==> src/rtl/div_pkg.sv <==
// Shared encodings for the RV32M sequential divider: operation codes and FSM states.
package div_pkg;

    localparam logic [1:0] OP_DIV  = 2'b00;
    localparam logic [1:0] OP_DIVU = 2'b01;
    localparam logic [1:0] OP_REM  = 2'b10;
    localparam logic [1:0] OP_REMU = 2'b11;

    typedef enum logic [2:0] {
        IDLE    = 3'd0,
        SPECIAL = 3'd1,
        LOAD    = 3'd2,
        ITER    = 3'd3,
        FIX     = 3'd4
    } state_t;

endpackage

==> src/rtl/div_step.sv <==
// One restoring division step: shift {rem,quo} left by one and try subtracting the divisor.
module div_step #(
    parameter int WIDTH = 32
) (
    input  logic [WIDTH-1:0] rem,
    input  logic [WIDTH-1:0] quo,
    input  logic [WIDTH-1:0] divisor,
    output logic [WIDTH-1:0] rem_nxt,
    output logic [WIDTH-1:0] quo_nxt
);

    logic [WIDTH:0]   shifted;
    logic [WIDTH+1:0] trial;

    // Extra top bit on trial carries the borrow; rem < divisor keeps shifted within WIDTH+1 bits.
    always_comb begin
        shifted = {rem, quo[WIDTH-1]};
        trial   = {1'b0, shifted} - {2'b00, divisor};
        if (!trial[WIDTH+1]) begin
            rem_nxt = trial[WIDTH-1:0];
            quo_nxt = {quo[WIDTH-2:0], 1'b1};
        end else begin
            rem_nxt = shifted[WIDTH-1:0];
            quo_nxt = {quo[WIDTH-2:0], 1'b0};
        end
    end

endmodule

==> src/rtl/divider_seq.sv <==
// Iterative radix-2 restoring divider for RV32M DIV/DIVU/REM/REMU, one quotient bit per clock.
//   state   | meaning
//   IDLE    | waiting for start_i; operands latched on accept
//   SPECIAL | divide-by-zero or signed overflow, result produced directly
//   LOAD    | take operand magnitudes, record result signs, arm counter
//   ITER    | one restoring step per cycle, WIDTH cycles
//   FIX     | apply result signs, select quotient/remainder, pulse done_o
module divider_seq
    import div_pkg::*;
#(
    parameter int WIDTH = 32
) (
    input  logic             clk_i,
    input  logic             rst_i,
    input  logic             start_i,
    input  logic [1:0]       op_i,
    input  logic [WIDTH-1:0] op_A_i,
    input  logic [WIDTH-1:0] op_B_i,
    output logic             busy_o,
    output logic             done_o,
    output logic [WIDTH-1:0] result_o
);

    localparam int CW = (WIDTH > 2) ? $clog2(WIDTH) : 1;
    localparam logic [WIDTH-1:0] MIN_NEG = {1'b1, {(WIDTH-1){1'b0}}};

    state_t           state;
    logic [1:0]       op_q;
    logic             sgn_q;
    logic [WIDTH-1:0] a_q, b_q;
    logic [WIDTH-1:0] quo_q, rem_q, dvs_q;
    logic [CW-1:0]    cnt_q;
    logic             neg_q, neg_r;

    logic             is_special;
    logic [WIDTH-1:0] rem_nxt, quo_nxt;
    logic [WIDTH-1:0] quo_fix, rem_fix, spec_quo, spec_rem;

    div_step #(.WIDTH(WIDTH)) u_step (
        .rem     (rem_q),
        .quo     (quo_q),
        .divisor (dvs_q),
        .rem_nxt (rem_nxt),
        .quo_nxt (quo_nxt)
    );

    always_comb begin
        is_special = (op_B_i == '0) ||
                     (!op_i[0] && op_A_i == MIN_NEG && op_B_i == '1);
        // Negating a zero remainder yields zero, so no explicit guard is needed.
        quo_fix  = neg_q ? (~quo_q + 1'b1) : quo_q;
        rem_fix  = neg_r ? (~rem_q + 1'b1) : rem_q;
        spec_quo = (b_q == '0) ? '1  : a_q;
        spec_rem = (b_q == '0) ? a_q : '0;
    end

    always_ff @(posedge clk_i) begin
        if (rst_i) begin
            state    <= IDLE;
            op_q     <= '0;
            sgn_q    <= 1'b0;
            a_q      <= '0;
            b_q      <= '0;
            quo_q    <= '0;
            rem_q    <= '0;
            dvs_q    <= '0;
            cnt_q    <= '0;
            neg_q    <= 1'b0;
            neg_r    <= 1'b0;
            busy_o   <= 1'b0;
            done_o   <= 1'b0;
            result_o <= '0;
        end else begin
            done_o <= 1'b0;
            case (state)
                IDLE: begin
                    if (start_i) begin
                        op_q   <= op_i;
                        sgn_q  <= ~op_i[0];
                        a_q    <= op_A_i;
                        b_q    <= op_B_i;
                        busy_o <= 1'b1;
                        state  <= is_special ? SPECIAL : LOAD;
                    end
                end
                SPECIAL: begin
                    result_o <= op_q[1] ? spec_rem : spec_quo;
                    done_o   <= 1'b1;
                    busy_o   <= 1'b0;
                    state    <= IDLE;
                end
                LOAD: begin
                    quo_q <= (sgn_q && a_q[WIDTH-1]) ? (~a_q + 1'b1) : a_q;
                    dvs_q <= (sgn_q && b_q[WIDTH-1]) ? (~b_q + 1'b1) : b_q;
                    neg_q <= sgn_q && (a_q[WIDTH-1] ^ b_q[WIDTH-1]);
                    neg_r <= sgn_q && a_q[WIDTH-1];
                    rem_q <= '0;
                    cnt_q <= CW'(WIDTH - 1);
                    state <= ITER;
                end
                ITER: begin
                    rem_q <= rem_nxt;
                    quo_q <= quo_nxt;
                    cnt_q <= cnt_q - 1'b1;
                    if (cnt_q == '0) state <= FIX;
                end
                FIX: begin
                    result_o <= op_q[1] ? rem_fix : quo_fix;
                    done_o   <= 1'b1;
                    busy_o   <= 1'b0;
                    state    <= IDLE;
                end
                default: state <= IDLE;
            endcase
        end
    end

endmodule
==> config.mk <==
export PLATFORM = sky130hd
export DESIGN_NAME = divider_seq
export DESIGN_NICKNAME = d
export VERILOG_FILES = /design/src/rtl/div_pkg.sv /design/src/rtl/div_step.sv /design/src/rtl/divider_seq.sv
export SDC_FILE = /design/constraint.sdc
export NUM_CORES = 1
export LEC_CHECK = 0
export CAP_MARGIN = 40
export CELL_PAD_IN_SITES_DETAIL_PLACEMENT = 2
export CELL_PAD_IN_SITES_GLOBAL_PLACEMENT = 2
export CORE_MARGIN = 1.5
export CORE_UTILIZATION = 30
export DETAILED_ROUTE_END_ITERATION = 6
export PLACE_DENSITY_LB_ADDON = 0.1
export SKIP_CTS_REPAIR_TIMING = 1
export SYNTH_ARGS = -nofsm -noshare
export SYNTH_HDL_FRONTEND = slang
export SYNTH_SLANG_ARGS = --single-unit
==> constraint.sdc <==
create_clock -name clk_i -period 3.5 [get_ports clk_i]
set_input_delay 0.525 -clock clk_i [delete_from_list [all_inputs] [get_ports clk_i]]
set_output_delay 0.525 -clock clk_i [all_outputs]
set_load 0.01 [all_outputs]
* Word level (Yosys, flattened, before mapping) *
Index checks and enable logic that the tools add are counted.
Widths: inputs -> output; s select.

word-level totals
  word-level logic and storage cells = 73
  register bits = 207
  bits of input ports = 69
  output and inout port bits = 34

cells by class
  add/sub/neg operators = 6
  reduce and logical (&&, ||, !) cells = 18
  bitwise logic cells = 6
  equality and inequality tests = 8
  muxes and demuxes = 21

operators by type and width
  cell                   count
  $mux 32                9
  $pmux 32 s2            3
  $add 32x1->32 const B  4
  $not 32->32            4
  $eq 32x32->1 const B   2
  $logic_not 32->1       2
  $sub 33x32->34         1
  $pmux 5 s2             1
  $pmux 3 s3             1
  $eq 3x2->1 const B     2
  $mux 3                 2
  $reduce_and 2->1       3
  $reduce_bool 2->1      3
  $logic_and 1x1->1      5
  $logic_not 5->1        1
  $sub 5x1->5 const B    1
  $ne 2x2->1 const B     2
  $eq 3x1->1 const B     1
  $eq 3x3->1 const B     1
  $logic_not 3->1        1
  $mux 1                 3
  $mux 2                 1
  $pmux 1 s2             1
  $reduce_or 2->1        1
  4 further kinds        4

* Longest topological paths before layout *
Gate-level depths: netlist (run 1).

  depth in word-level cells = 7
  gate-level depth with buffers = 13

* Cells and area by module *
Synthesis (run 1) repeated with hierarchy kept, for this count alone.

unflattened totals
  cells, all modules = 1,763
  area, all modules = 13,426.6 um^2

by module, submodules not included
  module       cells an instance  area each (um^2)  times used  sequential area each (um^2)
  divider_seq  1,360              10,820.4          1           4,124.0
  div_step     403                2,606.2           1           0.0

* Worst setup path before layout (run 1) *
OpenSTA, ideal clock, no wires.

  path kind = register to register
  start point = register rem_q[0]
  end point = register result_o[26]
  data required time = 3.374 ns
  setup slack = 0.332 ns
  stages on the path, launching flop included = 13
  data arrival time = 3.041 ns
  period minus slack after synthesis = 3.168 ns
  cell sequence = dfxtp_1 -> inv_1 -> ha_1 -> or3b_2 -> or4_1 -> or3_1 -> or4_1 -> buf_2 -> o41ai_1 -> xor2_1 -> a21oi_1 -> o21ai_1 -> o21ai_1

on the way
  longest elaborated chain between the ends = 5

RTL lines
  item                      RTL line            source
  start: declaration        divider_seq.sv:31   logic [WIDTH-1:0] quo_q, rem_q, dvs_q;
  start signal: assignment  divider_seq.sv:102  rem_q <= rem_nxt;
  $not 32->32               divider_seq.sv:52   rem_fix = neg_r ? (~rem_q + 1'b1) : rem_q;
  $add 32x1->32             divider_seq.sv:52
  $mux 32                   divider_seq.sv:52
  $mux 32                   divider_seq.sv:108  result_o <= op_q[1] ? rem_fix : quo_fix;
  $pmux 32 s2               divider_seq.sv:75   case (state)
  end signal: assignment    divider_seq.sv:87   result_o <= op_q[1] ? spec_rem : spec_quo;
  end signal: assignment    divider_seq.sv:108
  end: declaration          divider_seq.sv:21   output logic [WIDTH-1:0] result_o

Every way passes these cells.
A chain may end at the register's enable or synchronous reset.

* Final worst setup path (run 1) *
  start point = register quo_q[4]
  end point = register result_o[29]

on the way
  longest elaborated chain between the ends = 5

RTL lines
  item                      RTL line            source
  start: declaration        divider_seq.sv:31
  start signal: assignment  divider_seq.sv:93   quo_q <= (sgn_q && a_q[WIDTH-1]) ? (~a_q + 1'b1) : a_q;
  start signal: assignment  divider_seq.sv:103  quo_q <= quo_nxt;
  $not 32->32               divider_seq.sv:51   quo_fix = neg_q ? (~quo_q + 1'b1) : quo_q;
  $add 32x1->32             divider_seq.sv:51
  $mux 32                   divider_seq.sv:51
  $mux 32                   divider_seq.sv:108
  $pmux 32 s2               divider_seq.sv:75

Every way passes these cells.

==> results.cfg, run 1 <==
[yosys]
postSynthCellCount = 1660
synth_area_leaders = dfxtp_1, nand2_1, a21oi_1, xnor2_1, xor2_1
synth_area_sq_um = 12750
yosysTopAreaCell = dfxtp_1
yosysUniqueCellTypes = 72
synth_edf_count = 0
synth_nets = 1768
yosys_warnings = 0
syn_avg_cell_area_sq_um = 7.678
ys.flop_type = dfxtp_1
async_flop_share = 0
synth_seq_cells = 206
synth_top_area_share = 0.3235
synth-seq-area-share = 0.3235

[worst_setup_path]
endpoint_kind = flop
critPathMaxStageDelay_ns = 0.58
path_common_cell = or4_4
crit_arrival_ns = 3.79
crit_fanout = 7
slowest_stage = or4_4
crit_buf_inv = 0
startpoint_type = flop
r2r_start = quo_q[4]
worstSetupPathType = reg2reg
worstPathRequired_ns = 3.95
r2r_slack_ns = 0.16
rr_endpoint = result_o[29]
ff2ff_path_depth = 9
path_delay_family = simple AND/OR/NAND/NOR gates
path_cells = or4_4 -> or4_4 -> or4_4 -> nand2b_4 -> or3_4 -> o31ai_2 -> xor2_1 -> a211oi_1 -> a221o_1

[power]
switchingPower_uw = 2260
pwr_density_cell_nw_per_um2 = 467.2
switching_share = 0.3077
vdd_drop_max_uv = 367.6
power.share.clock = 0.439
combPwrFrac = 0.204
p_int_uw = 5083
seqPwrFrac = 0.356
p_leak_uw = 0.005756

[sta]
worst_pin_slew_ns = 0.8441
drv_slew = 0
period_share = 0.9530
setup_viol_count_final = 0
period_minus_slack_ns = 3.336
fin_skew_ns = 0.02046
fmax_mhz = 299.8
relSlewSlack = 0.4373
hold_viol = 0
hold_ws_ns = 0.4550
grt_setup_unrepaired = false
setup_tns_ns = 0

[clocking]
cts.htree.levels = 1
clkSinkCount = 206
clockBufferDepth = 3
cts.clk_slew.worst_paths_ns = 0.06
cts_buffers = 28
clkLatencyLatePin_ns = 0.58
tritoncts = done
cts.root.buffer_cell = clkbuf_16

[placement]
gp_congestion = 0.8392
port_buffers = 102
hpwl_um = 39790

[drt]
drc = 0
via_count = 12840
ant_nets = 0
wire_per_inst_um = 22.49
routed_via_density = 5.528
wl_um = 52220
dr.pass1.iters = 5
drtIter0Drc = 595

[min_path]
hold_path.startpoint = rst_i
hold_depth = 2
min_to = quo_q[18]
min_path_type = in2reg

[floorplan]
die_w_um = 209.1
initial_utilization = 0.3039
die-height_um = 209.1
rows = 75
core_area_sq_um = 41950
ios = 103
dieArea_sq_um = 43730

[layout]
area_growth_pct = 23.30
antennaDiodeCount = 0
fin_nets = 1869
drive_above_1_share = 0.08918

[job]
drv_cap = 0

[global_routing]
overflow = 0
grtUsageTotal = 0.2378
grt_max_degree = 73
grt_pass1_wl_um = 80920
antenna_found_initial = 1
first_global_vias = 13400

[status]
status = finished, final reports clean
-- per-layer routing --
layer | vias to the layer above | global-route usage | part of all wire
met2 | 247 | 0.3818 | 0.45
met1 | 6358 | 0.3396 | 0.49
li1 | 6170 | - | -
met4 | 0 | 0.05972 | 0.024
met5 | - | 0 | 0
met3 | 61 | 0.02405 | 0.036
-- final cells by class --
class / count / area, sq um
fillers: 4868 / 26230
multi-input cells: 1291 / 8050
flip-flops and latches: 206 / 4125
repair buffers: 178 / 1627
clock buffers: 41 / 809.5
well taps: 539 / 674.4
clock inverters: 11 / 220.2
inverters: 56 / 210.2
-- stage by stage --
step | total power, uW | cell area, sq um | worst slack (ns) | std cells | util
floorplan | 3546 | 12750 | 0.3323 | 1660 | -
CTS | 7417 | 15700 | 0.03170 | 2322 | 0.3742
global route | 7664 | 15720 | 0.006274 | 2322 | 0.3747
finish | 7343 | 15720 | 0.1645 | 2322 | 0.3747
global placement | 4116 | 14670 | 0.1083 | 2270 | 0.3497
detailed placement | 4157 | 14670 | 0.04695 | 2270 | 0.3497
-- power by group through the flow --
stage	Sequential [uW]	Clock [uW]	Combinational (uW)
after CTS	2620	3300	1500
after global placement	2660	0	1460
after detailed placement	2670	0	1490
final	2620	3230	1500
after global routing	2640	3380	1650
after floorplan	2610	0	940
-- worst register-to-register path, stage by stage, from the launching register on --
cell and delay [ns]:
dfxtp_1 0.38, or4_4 0.59, or4_4 0.46, or4_4 0.47, nand2b_4 0.20, or3_4 0.41
o31ai_2 0.21, xor2_1 0.17, a211oi_1 0.08, a221o_1 0.26
-- worst max-delay path by stage --
stage,startpoint,end,slack [ns],depth (start not counted)
finish,quo_q[4],result_o[29],0.16,9
global route,quo_q[4],result_o[29],0.006,9
CTS,rem_q[0],result_o[22],0.03,11
detailed placement,rem_q[0],result_o[22],0.05,11
global placement,rem_q[0],result_o[22],0.11,11
floorplan,rem_q[0],result_o[26],0.33,12
-- cells by family (layout without fill, tap and decap cells) --
kind of cell	count (synthesis)	in the layout	share of synthesized area
AOI/OAI and AO/OA	467	467	0.2379
xor gates and xnor gates	142	142	0.09758
adders and majority gates	63	63	0.05772
buffers and inverters	163	286	0.04889
DFF	206	206	0.3235
muxes	20	20	0.01580
and+or+nand+nor	599	599	0.2186
-- sequential cells by signal, summed over array words and instances, names as in the netlist --
register,flops
a_q,32
b_q,32
dvs_q,32
quo_q,32
rem_q,32
result_o,32
cnt_q,5
state,3
busy_o,1
done_o,1
neg_q,1
neg_r,1
op_q,1
sgn_q,1
-- Yosys cell counts (5+ instances only) --
cell type / number
o21ai_0: 85
or3_1: 18
a221o_1: 15
or4_1: 13
ha_1: 38
a311oi_1: 6
a21oi_1: 136
and3_1: 10
a31oi_1: 35
nand3_1: 51
xor2_1: 68
maj3_1: 24
o211ai_1: 10
nor3_1: 20
o31ai_1: 33
nand4_1: 14
nor2b_1: 8
dfxtp_1: 206
o21ai_1: 12
xnor2_1: 74
mux2i_1: 19
a32oi_1: 13
and2_1: 9
buf_1: 7
inv_1: 55
nor2_1: 107
a211oi_1: 44
or4_4: 7
clkbuf_1: 96
o41ai_1: 15
a22oi_1: 6
nand2_1: 284
nor4b_1: 5
nand2b_1: 9
a22o_1: 5
a21o_1: 16
nor4_1: 25
o21a_1: 6
-- cell usage in the layout (no fill, tap or decap), drive strengths merged, types with 10 or more instances in the layout --
master,count
nor2,107
nand2b,10
xnor2,74
and2,10
or3,20
clkdlybuf4s50,101
or4,20
nand2,284
o41ai,16
o21ai,98
o211ai,10
a211oi,44
ha,38
nand3,51
maj3,24
xor2,68
and3,10
a32oi,13
a221o,15
nor3,20
dfxtp,206
clkbuf,41
a31oi,35
inv,55
o31ai,35
nor4,26
a21o,16
mux2i,19
a21oi,136
nand4,14
buf,77
(Power assumes the default switching activity.)
==> run 2, diff against run 1 <==
PLACE_DENSITY = 0.7   (was not set)
PLACE_DENSITY_LB_ADDON = not set   (was 0.1)
SETUP_SLACK_MARGIN = 0.1   (was not set)
==> results.cfg, run 2 (same netlist as run 1, synthesis figures left out) <==
[placement]
hpwl_um = 38310
dpl_cell_area_sq_um = 14560
dp_slack_ns = 0.02255
port_buffers = 102
gp_congestion = 0.8662

[sta]
fin_skew_ns = 0.02468
hold_viol = 0
drv_slew = 0
setup_viol_count_final = 0
relSlewSlack = 0.3974
setup_tns_ns = 0
worst_pin_slew_ns = 0.9017
grt_setup_unrepaired = true
fin_ws_ns = 0.1555
fmax_mhz = 299.0
period_minus_slack_ns = 3.345
period_share = 0.9556

[floorplan]
die_w_um = 209.1
core_area_sq_um = 41950
dieArea_sq_um = 43730
ios = 103
initial_utilization = 0.3039
die-height_um = 209.1
rows = 75

[drt]
dr.pass1.iters = 5
drtIter0Drc = 608
wire_per_inst_um = 22.08
drc = 0
via_count = 12810
top_layer = met4
wl_met1_um = 24550
wl_met3_um = 1824
ant_nets = 0
dr_wl_met2_um = 23400
wl_um = 50900
routed_via_density = 5.559

[job]
drv_cap = 0

[global_routing]
first_global_vias = 13540
overflow = 0
antenna_found_initial = 0
grt_pass1_wl_um = 80500
grt_max_degree = 74
grtUsageTotal = 0.2328

[layout]
antennaDiodeCount = 0
layout_commonest_cell = nand2_1
fin_nets = 1854
fin_util = 0.3721
area_growth_pct = 22.47
drive_above_1_share = 0.08834
mostFrequentLayoutCells = nand2_1, dfxtp_1, a21oi_1
fin_area_sq_um = 15610

[worst_setup_path]
rr_endpoint = result_o[31]
crit_buf_inv = 0
crit_fanout = 6
critPathMaxStageDelay_ns = 0.63
startpoint_type = flop
path_cells = or4_4 -> or4_4 -> or3_4 -> or4_4 -> nor4_1 -> nor3b_1 -> a21oi_1 -> o211ai_1
path_delay_family = simple AND/OR/NAND/NOR gates
path_depth = 8
worstPathRequired_ns = 3.92
crit_arrival_ns = 3.77
ff2ff_path_depth = 8
slowest_stage = or4_4
r2r_start = rem_q[4]
path_common_cell = or4_4
endpoint_kind = flop
r2r_slack_ns = 0.16
worstSetupPathType = reg2reg

[power]
seqPwrFrac = 0.368
switchingPower_uw = 2211
switching_share = 0.3091
power.share.clock = 0.430
vdd_drop_max_uv = 303.1
power_uw = 7155
pwr_density_cell_nw_per_um2 = 458.3
p_leak_uw = 0.005669
combPwrFrac = 0.202
p_int_uw = 4944

[status]
status = finished, final reports clean

[clocking]
cts_buffers = 26
cts.htree.levels = 1
clkLatencyLatePin_ns = 0.57
clkSinkCount = 206
tritoncts = done
clockBufferDepth = 3
cts.clk_slew.worst_paths_ns = 0.06
cts.root.buffer_cell = clkbuf_16

[min_path]
hold_path.startpoint = rst_i
min_to = result_o[26]
min_path_type = in2reg
hold_depth = 2
==> run 2: cell types whose count changed in the layout (fill, tap and decap cells not counted), moves of 2 or more <==
cell        change
dfxtp_2         +3
o31ai_1         -2
dfxtp_1         -3
clkbuf_1        -5
clkinvlp_4      +2
clkbuf_16       -2
buf_4          -12
==> run 2: metrics by stage <==
| step | hold WS (ns) | instances |
|---|---|---|
| final | 0.4376 | 2305 |
| after detailed placement | 0.4651 | 2257 |
| after CTS | 0.4233 | 2305 |
| after global placement | 0.4455 | 2257 |
| after global routing | 0.4642 | 2305 |
| after floorplan | 0.4250 | 1660 |
==> run 2: power by group through the flow <==
stage | Combinational, uW | Sequential (uW) | Clock (uW)
after global placement | 1380 | 2680 | 0
after detailed placement | 1430 | 2680 | 0
final | 1450 | 2640 | 3070
after global routing | 1600 | 2650 | 3240
after CTS | 1440 | 2630 | 3140
after floorplan | 940 | 2610 | 0
==> run 2: worst max path at each step <==
stage / from / end
2_1_floorplan: rem_q[0] / result_o[26]
3_3_place_gp: rem_q[0] / result_o[28]
3_5_place_dp: rem_q[0] / result_o[22]
4_1_cts: rem_q[0] / result_o[22]
5_1_grt: rem_q[4] / result_o[25]
6_report: rem_q[4] / result_o[31]
==> run 2: final cells by class <==
| class | count | area [sq um] |
|---|---|---|
| Timing Repair Buffer | 165 | 1516 |
| Fill cell | 4761 | 26340 |
| Tap cell | 539 | 674.4 |
| Clock inverter | 15 | 249.0 |
| Multi-Input combinational cell | 1291 | 8104 |
| Inverter | 56 | 210.2 |
| Clock buffer | 33 | 726.9 |
| Sequential cell | 206 | 4129 |
==> run 2: per-layer routing <==
metal,vias to the layer above,track usage
met4,0,0.05347
met2,224,0.3848
met3,57,0.02660
met5,-,0
met1,6396,0.3235
li1,6137,-
==> run 2: worst reg2reg max path, cell delays in order (launching register included) <==
cell	delay, ns
dfxtp_1	0.31
or4_4	0.56
or4_4	0.51
or3_4	0.38
or4_4	0.64
nor4_1	0.45
nor3b_1	0.11
a21oi_1	0.15
o211ai_1	0.09
==> run 3, diff against run 2 <==
CTS_CLUSTER_SIZE = 8   (was not set)
==> results.cfg, run 3 (same netlist as run 1, synthesis figures left out) <==
[power]
vdd_drop_max_uv = 331.6
p_leak_uw = 0.005573
pwr_density_cell_nw_per_um2 = 429.7
power_uw = 6617

[worst_setup_path]
worstPathRequired_ns = 3.93
slowest_stage = or4_4
r2r_start = rem_q[1]
path_common_cell = or4_4
path_cells = inv_1 -> ha_1 -> or3b_4 -> or4_4 -> or3_4 -> or4_4 -> buf_4 -> o31ai_2 -> xnor2_1 -> a222oi_1 -> o21ai_1
rr_endpoint = result_o[22]
ff2ff_path_depth = 11
endpoint_kind = flop
startpoint = rem_q[1]
critPathMaxStageDelay_ns = 0.46
crit_fanout = 5
worstSetupPathType = reg2reg
startpoint_type = flop
crit_arrival_ns = 3.77
r2r_slack_ns = 0.16
cp-endpoint = result_o[22]

[floorplan]
die-height_um = 209.1
initial_utilization = 0.3039
rows = 75
die_w_um = 209.1
ios = 103
dieArea_sq_um = 43730
core_area_sq_um = 41950

[drt]
drc = 0
via_count = 12810
drtIter0Drc = 626
ant_nets = 0
wl_um = 50970
dr.pass1.iters = 5
wire_per_inst_um = 22.24
routed_via_density = 5.588

[min_path]
min_path_type = in2reg
hold_depth = 2

[sta]
worst_pin_slew_ns = 0.8884
fin_ws_ns = 0.1599
relSlewSlack = 0.4064
drv_slew = 0
fmax_mhz = 299.4
fin_skew_ns = 0.01436
grt_setup_unrepaired = true
period_share = 0.9543
hold_viol = 0
hold_ws_ns = 0.4403
period_minus_slack_ns = 3.340
setup_viol_count_final = 0

[global_routing]
grt_max_degree = 74
grt_pass1_wl_um = 80330
first_global_vias = 13460
grtUsageTotal = 0.2327
antenna_found_initial = 0
overflow = 0

[layout]
fin_nets = 1861
fin_area_sq_um = 15400
mostFrequentLayoutCells = nand2_1, dfxtp_1, a21oi_1
drive_above_1_share = 0.08214
layout_commonest_cell = nand2_1
area_growth_pct = 20.82
antennaDiodeCount = 0

[clocking]
cts.htree.levels = 1
cts.clk_slew.worst_paths_ns = 0.06
clkLatencyLatePin_ns = 0.57
cts.root.buffer_cell = clkbuf_16
cts_buffers = 29
tritoncts = done
clkSinkCount = 206
clockBufferDepth = 3

[placement]
port_buffers = 102
hpwl_um = 38310
dp_slack_ns = 0.02255
dpl_cell_area_sq_um = 14560
gp_congestion = 0.8662

[job]
drv_cap = 0

[status]
status = finished, final reports clean
-- run 3: critical path, delay by kind of cell (launching register included) --
| family | cells | cell delay, ns |
|---|---|---|
| AND/OR/NAND/NOR | 4 | 1.69 |
| buffers and inverters | 2 | 0.27 |
| XOR/XNOR | 1 | 0.09 |
| adder cells (fa/ha/maj) | 1 | 0.16 |
| flip-flops | 1 | 0.33 |
| AO/OA/AOI/OAI | 3 | 0.67 |
-- run 3: stage by stage --
step / setup TNS [ns] / std cells / util
after detailed placement: 0 / 2257 / 0.3471
after global routing: 0 / 2292 / 0.3671
after CTS: -0.1269 / 2288 / 0.3645
final: 0 / 2292 / 0.3671
after floorplan: 0 / 1660 / -
after global placement: 0 / 2257 / 0.3471
-- run 3: worst min path at each step --
stage | start | to | slack (ns)
after CTS | rst_i | quo_q[1] | 0.41
final | rst_i | quo_q[1] | 0.44
after floorplan | dvs_q[27] | dvs_q[27] | 0.43
after detailed placement | dvs_q[31] | dvs_q[31] | 0.47
after global routing | rst_i | quo_q[3] | 0.45
after global placement | dvs_q[29] | dvs_q[29] | 0.45
-- run 3: final cells by class --
type	instances	area, sq um
Timing Repair Buffer	169	1546
Inverter	56	210.2
Clock buffer	31	733.2
Sequential cell	206	4129
Fill cell	4757	26550
Tap cell	539	674.4
Multi-Input combinational cell	1291	8107
-- run 3: report_power, final --
group	switching [uW]	total, uW	internal [uW]
clock	1090	2530	1440
combinational	881	1450	564
sequential	170	2640	2470
total	2140	6620	4480
-- run 3: layer usage --
layer	up-vias	wire length (um)	track usage
met5	-	0	0
met4	0	1560	0.07346
met3	80	1912	0.02855
met2	249	23020	0.3746
met1	6336	24470	0.3230
li1	6142	-	-
